[src/rtl/io_in_debounce_pkg.sv]
// Shared constants and helpers for io_in conditioning.
// Holds default debounce/auto-repeat timings, counter width helper, lane map.
package io_cond_pkg;

   localparam int DEBOUNCE_STABLE_CYCLES = 1000;
   localparam int AUTOREPEAT_DELAY       = 50000;
   localparam int AUTOREPEAT_PERIOD      = 10000;

   // io_in lane mapping seen by the counter top
   localparam int RST_LANE  = 0;
   localparam int STEP_LANE = 1;

   // Smallest width w with 2**w > n (at least 1 bit)
   function automatic int cnt_w(input int n);
      return (n < 2) ? 1 : $clog2(n + 1);
   endfunction

endpackage

[src/rtl/io_in_debounce_lane.sv]
// debounce_lane: one-bit two-flop synchroniser, stability counter, edge pulses.
// Ports: clk, rst (async high), raw (async input), level, rise, fall.
// Optional auto-repeat of rise while held high: IO_DEBOUNCE_AUTOREPEAT_EN.
module debounce_lane
   import io_cond_pkg::*;
#(
   parameter int STABLE_CYCLES = DEBOUNCE_STABLE_CYCLES,
   parameter int CNT_W         = cnt_w(DEBOUNCE_STABLE_CYCLES)
`ifdef IO_DEBOUNCE_AUTOREPEAT_EN
   ,
   parameter int REPEAT_DELAY  = AUTOREPEAT_DELAY,
   parameter int REPEAT_PERIOD = AUTOREPEAT_PERIOD
`endif
) (
   input  logic clk,
   input  logic rst,
   input  logic raw,
   output logic level,
   output logic rise,
   output logic fall
);

   localparam logic [CNT_W-1:0] LAST = CNT_W'(STABLE_CYCLES - 1);

   logic             sync1;
   logic             sync2;
   logic [CNT_W-1:0] cnt;
   logic             differ;
   logic             accept;
   logic             rpt_hit;

   assign differ = sync2 ^ level;
   assign accept = differ && (cnt == LAST);

   always_ff @(posedge clk or posedge rst) begin
      if (rst) begin
         sync1 <= 1'b0;
         sync2 <= 1'b0;
      end else begin
         sync1 <= raw;
         sync2 <= sync1;
      end
   end

   always_ff @(posedge clk or posedge rst) begin
      if (rst) begin
         cnt   <= '0;
         level <= 1'b0;
         rise  <= 1'b0;
         fall  <= 1'b0;
      end else begin
         rise <= (accept & sync2) | rpt_hit;
         fall <= accept & ~sync2;
         if (!differ) begin
            cnt <= '0;
         end else if (accept) begin
            level <= sync2;
            cnt   <= '0;
         end else begin
            cnt <= cnt + 1'b1;
         end
      end
   end

`ifdef IO_DEBOUNCE_AUTOREPEAT_EN
   localparam int RPT_MAX = (REPEAT_DELAY > REPEAT_PERIOD) ?
                            REPEAT_DELAY : REPEAT_PERIOD;
   localparam int RPT_W   = cnt_w(RPT_MAX);
   localparam logic [RPT_W-1:0] D_LAST = RPT_W'(REPEAT_DELAY - 1);
   localparam logic [RPT_W-1:0] P_LAST = RPT_W'(REPEAT_PERIOD - 1);

   logic [RPT_W-1:0] rcnt;
   logic             armed;

   // Any accepted transition (rise or fall) restarts the repeat timing,
   // so a repeat can never land on the fall edge.
   assign rpt_hit = level && !accept &&
                    (armed ? (rcnt == P_LAST) : (rcnt == D_LAST));

   always_ff @(posedge clk or posedge rst) begin
      if (rst) begin
         rcnt  <= '0;
         armed <= 1'b0;
      end else if (accept || !level) begin
         rcnt  <= '0;
         armed <= 1'b0;
      end else if (rpt_hit) begin
         rcnt  <= '0;
         armed <= 1'b1;
      end else begin
         rcnt <= rcnt + 1'b1;
      end
   end
`else
   assign rpt_hit = 1'b0;
`endif

endmodule

[src/rtl/io_in_debounce.sv]
// io_in_debounce: synchronise and debounce WIDTH io_in bits, emit edge pulses.
// Ports: clk, rst (async high), raw_in, db_level, rise_pulse, fall_pulse.
// Optional auto-repeat on rise_pulse: IO_DEBOUNCE_AUTOREPEAT_EN.
module io_in_debounce
   import io_cond_pkg::*;
#(
   parameter int WIDTH         = 4,
   parameter int STABLE_CYCLES = DEBOUNCE_STABLE_CYCLES,
   parameter int CNT_W         = 16
`ifdef IO_DEBOUNCE_AUTOREPEAT_EN
   ,
   parameter int REPEAT_DELAY  = AUTOREPEAT_DELAY,
   parameter int REPEAT_PERIOD = AUTOREPEAT_PERIOD
`endif
) (
   input  logic             clk,
   input  logic             rst,
   input  logic [WIDTH-1:0] raw_in,
   output logic [WIDTH-1:0] db_level,
   output logic [WIDTH-1:0] rise_pulse,
   output logic [WIDTH-1:0] fall_pulse
);

   for (genvar i = 0; i < WIDTH; i++) begin : g_lane
      debounce_lane #(
         .STABLE_CYCLES (STABLE_CYCLES),
         .CNT_W         (CNT_W)
`ifdef IO_DEBOUNCE_AUTOREPEAT_EN
         ,
         .REPEAT_DELAY  (REPEAT_DELAY),
         .REPEAT_PERIOD (REPEAT_PERIOD)
`endif
      ) u_lane (
         .clk   (clk),
         .rst   (rst),
         .raw   (raw_in[i]),
         .level (db_level[i]),
         .rise  (rise_pulse[i]),
         .fall  (fall_pulse[i])
      );
   end

endmodule
[config.mk]
export PLATFORM = sky130hd
export DESIGN_NAME = io_in_debounce
export DESIGN_NICKNAME = d
export VERILOG_FILES = /design/src/rtl/io_in_debounce_pkg.sv /design/src/rtl/io_in_debounce_lane.sv /design/src/rtl/io_in_debounce.sv
export SDC_FILE = /design/constraint.sdc
export NUM_CORES = 1
export LEC_CHECK = 0
export CAP_MARGIN = 40
export CORE_MARGIN = 5
export CORE_UTILIZATION = 55
export CTS_BUF_LIST = sky130_fd_sc_hd__clkbuf_4 sky130_fd_sc_hd__clkbuf_8
export DETAILED_ROUTE_END_ITERATION = 7
export GPL_ROUTABILITY_DRIVEN = 0
export MAX_ROUTING_LAYER = met4
export PLACE_DENSITY = 0.81
export SYNTH_ARGS = -nofsm -noshare
export SYNTH_HDL_FRONTEND = slang
export SYNTH_HIERARCHICAL = 1
export SYNTH_SLANG_ARGS = --single-unit
[constraint.sdc]
create_clock -name clk -period 2.6 [get_ports clk]
set_input_delay 0.78 -clock clk [delete_from_list [all_inputs] [get_ports clk]]
set_output_delay 0.78 -clock clk [all_outputs]
set_load 0.02 [all_outputs]
-- Yosys cells after proc, flatten, opt, wreduce, memory -nomap -nowiden
Index checks and enable logic that the tools add are counted.
W data, S select, Z words.
- input port bits: 6
- register bits after elaboration: 84
- $add $sub $neg: 4
- multiplexer cells: 8
- bitwise operators: 16
- equal/unequal tests: 4
- reduce and logical (&&, ||, !) cells: 8
- operator list (kind ; number):
    $mux W16 ; 8
    $add A16 B1 Y16 const B ; 4
    $eq A16 B10 Y1 const B ; 4
    $and A1 B1 Y1 ; 8
    $reduce_and A2 Y1 ; 4
    $logic_and A1 B1 Y1 ; 4
    $not A1 Y1 ; 4
    $xor A1 B1 Y1 ; 4

-- Depth between registers and ports, before layout
- depth in word-level cells: 4
- mapped depth: 6
- mapped depth without buffers: 5

-- By module
Netlist, hierarchy kept.
- modules (own cells, without submodules) (module ; cells each ; instances ; sequential area each (µm²) ; area each (µm²)):
    debounce_lane ; 91 ; 4 ; 525.5 ; 965.9

-- Worst setup path after synthesis
No wires, ideal clock.
- path type: register to register
- from: register g_lane[0].u_lane.cnt[3]
- to: register g_lane[0].u_lane.level
- required time: 2475 ps
- buffers on the path: 1
- arrival: 1852 ps
- library setup time: 125 ps
- cell stages (with the launch flop): 5
- path slack: 623 ps
- path through: dfrtp_1 buf_6 or4_1 or4_4 mux2_4
- longest elaborated chain between the ends: 3
- ends and longest elaborated chain (item ; RTL line ; RTL):
    start: declaration ; io_in_debounce_lane.sv:27 ; logic [CNT_W-1:0] cnt;
    start signal: assignment ; io_in_debounce_lane.sv:60 ; cnt <= cnt + 1'b1;
    $eq A16 B10 Y1 ; io_in_debounce_lane.sv:33 ; assign accept = differ && (cnt == LAST);
    $logic_and A1 B1 Y1 ; io_in_debounce_lane.sv:33 ;
    $reduce_and A2 Y1 (no source line) ; n/a ;
    end signal: assignment ; io_in_debounce_lane.sv:57 ; level <= sync2;
    end: declaration ; io_in_debounce_lane.sv:18 ; output logic level,
Every way passes these cells.
A chain may end at the register's enable or synchronous reset.

-- Worst setup path after layout
- from: register g_lane[3].u_lane.level
- to: output port db_level[3]
- RTL lines (item ; RTL line ; RTL):
    start: declaration ; io_in_debounce_lane.sv:18 ;
    start signal: assignment ; io_in_debounce_lane.sv:57 ;
    end: declaration ; io_in_debounce.sv:19 ; output logic [WIDTH-1:0] db_level,
No word-level cell between the ends.

==> results.ini <==
[status]
status=complete, no violations

[global_route]
grt_max_degree=22
gr-usage-all-layers=0.176
grt-ovfl-total=0
grt_pass1_wl_um=12000
antenna_found_initial=0
grt_pass1_vias=2612

[worst_setup_path]
path_cells=clkdlybuf4s50_1
slowest_delay_ps=660
criticalPathCategory=flip-flop to output port
path_delay_family=buffers and inverters
crit_path_max_fanout=5
cpMaxStageDelayCell=clkdlybuf4s50_1
required_ps=1820
cp-start-kind=flip-flop
worstPathArrival_ps=1460
endpoint_kind=output port
worst-path-buf-inv=1

[yosys]
syn_area_um2=3860
async_reset_ff_frac=1.00
yosysMostFrequentCell=dfrtp_1
synth_area_leaders=dfrtp_1 54%, xnor2_1 11%, nor2_1 7.4%
syn_inst=364
synth_top_area_frac=0.544
yosysWarnings=6
syn_avg_cell_area_um2=10.6
ys_ff_latch=84
ys_types=19
ys_seq_area_frac=0.544
ys_top_cells_by_count=84 x dfrtp_1, 76 x nor2_1, 48 x xnor2_1, 24 x nand4_1
synth_edf_count=0
yosys.area.top_type=dfrtp_1
synth-main-ff-cell=dfrtp_1
synth_nets=374

[die]
die_y_um=93.8
rows=30
io_pins=18
coreArea_um2=6830
initial_utilization=0.566
fp.dieW_um=93.8
dieArea_um2=8800

[route]
drt-total-wl_um=6780
firstDrtPassIters=4
via_per_inst=5.47
ant_nets=0
drc=0
num_vias=2652
drt-initial-drc-count=117
avgRoutedWirePerCell_um=14.0

[clock_network]
cts_sinks=84
cts_inserted_buffers=9
cts_buffer_depth=2
cts_resized=0
cts_tree=built
clkLatencyLatePin_ps=350
cts_root_buffer=clkbuf_8
postCtsHoldBufs=0
clkTransAtPathRegs_ps=80
htree_num_levels=3
cts_setup_buffers=0

[timing]
fin_skew_ps=5.67
rsz0062_at_grt=no
timing.fmax_mhz=446
fin_setup_tns_ps=0
final_hold_viol_count=0
worst_pin_slew_ps=388
period_needed_ps=2240
finalSetupViolCount=0
fin_crit_sh=0.863
slew_headroom=0.739
drv_slew=0

[placement]
post_dp_cell_area_um2=4080
io_buffers=17
dpl.hpwl_um=4710

[cells_and_area]
n_antenna_cell=0
final_nets=394
design_area_um2=4300
syn2layout_area_growth_pct=11.2
fillers=539
drive_gt1_frac=0.0925

[flow_run]
maxCapViolCount=0

[pwr]
ir_drop_v=0.000281
p_per_area_nw_per_um2=569
p_leak_nw=1.77

[min_path]
min_path_type=flip-flop to flip-flop

-- final timing paths --
path	start	endpoint	slack, ps	cells after the start
hold reg to reg	g_lane[0].u_lane/sync1	g_lane[0].u_lane/sync2	350	0
hold / removal	g_lane[0].u_lane/sync1	g_lane[0].u_lane/sync2	350	0
max in group asynchronous	rst	g_lane[2].u_lane/cnt[12]	1500	3
setup reg to reg	g_lane[0].u_lane/cnt[3]	g_lane[0].u_lane/level	590	3
min in group asynchronous	rst	g_lane[1].u_lane/cnt[0]	870	3
setup / recovery	g_lane[3].u_lane/level	db_level[3]	360	1
-- state kept, by name, indices dropped and copies added, names as in the netlist --
signal,flops
g_lane.u_lane/level,4
g_lane.u_lane/fall,4
g_lane.u_lane/rise,4
g_lane.u_lane/sync2,4
g_lane.u_lane/sync1,4
g_lane.u_lane/cnt,64
-- cells by family (layout without fill, tap and decap cells) --
family	count (synthesis)	in the layout	synth area share
muxes	4	4	0.0155
DFF	84	84	0.544
adders and majority gates	4	4	0.0130
and+or+nand+nor	188	188	0.253
xor gates and xnor gates	60	60	0.136
buffers and inverters	24	49	0.0389
-- placed cells by master (no fill, tap or decap) --
cell type        instances
nand3_1                 16
or4_1                    8
dfrtp_1                 84
and3_2                   4
or4_4                    4
nor3_1                  12
nand2_1                 16
clkinv_2                 2
xor2_1                  12
clkdlybuf4s50_1         17
ha_1                     4
nor4_1                  16
nand4_1                 24
mux2_4                   4
inv_6                    1
buf_4                    4
nand2_4                  4
nor3b_1                  8
xnor2_1                 48
inv_1                   12
clkinv_4                 1
clkbuf_4                 1
nor2_1                  76
clkbuf_8                 9
bufinv_16                2
-- where the power goes --
part,internal [W],switching (W)
Clock,0.000554,0.000459
Combinational,0.0000305,0.0000556
Sequential,0.00133,0.0000193
-- cell type report --
type / count / area [µm²] / share of cell area
clock buffers: 10 / 131 / 0.0306
clock inverters: 6 / 87.6 / 0.0204
inverters: 12 / 45.0 / 0.0105
multi-input cells: 256 / 1610 / 0.375
flip-flops and latches: 84 / 2100 / 0.489
well taps: 96 / 120 / 0.0279
repair buffers: 21 / 200 / 0.0466
-- metal layers --
layer / routed length (µm) / vias to the layer above / GRT usage
li1: - / 1280 / -
met2: 3320 / 67 / 0.264
met1: 3130 / 1297 / 0.231
met4: 97 / 0 / 0.0746
met3: 237 / 8 / 0.0409
met5: 0 / - / -
-- per-stage QoR --
stage               std cells   util  total power [W]  hold WS, ps  setup slack [ps]
CTS                       485  0.629          0.00248          350               329
finish                    485  0.629          0.00244          349               356
detailed placement        469  0.597          0.00146          336               609
global placement          469  0.597          0.00146          332               640
global route              485  0.629          0.00255          379               284
floorplan                 364      -          0.00143          331               623
Note: power is estimated with default switching activity, not from simulation.
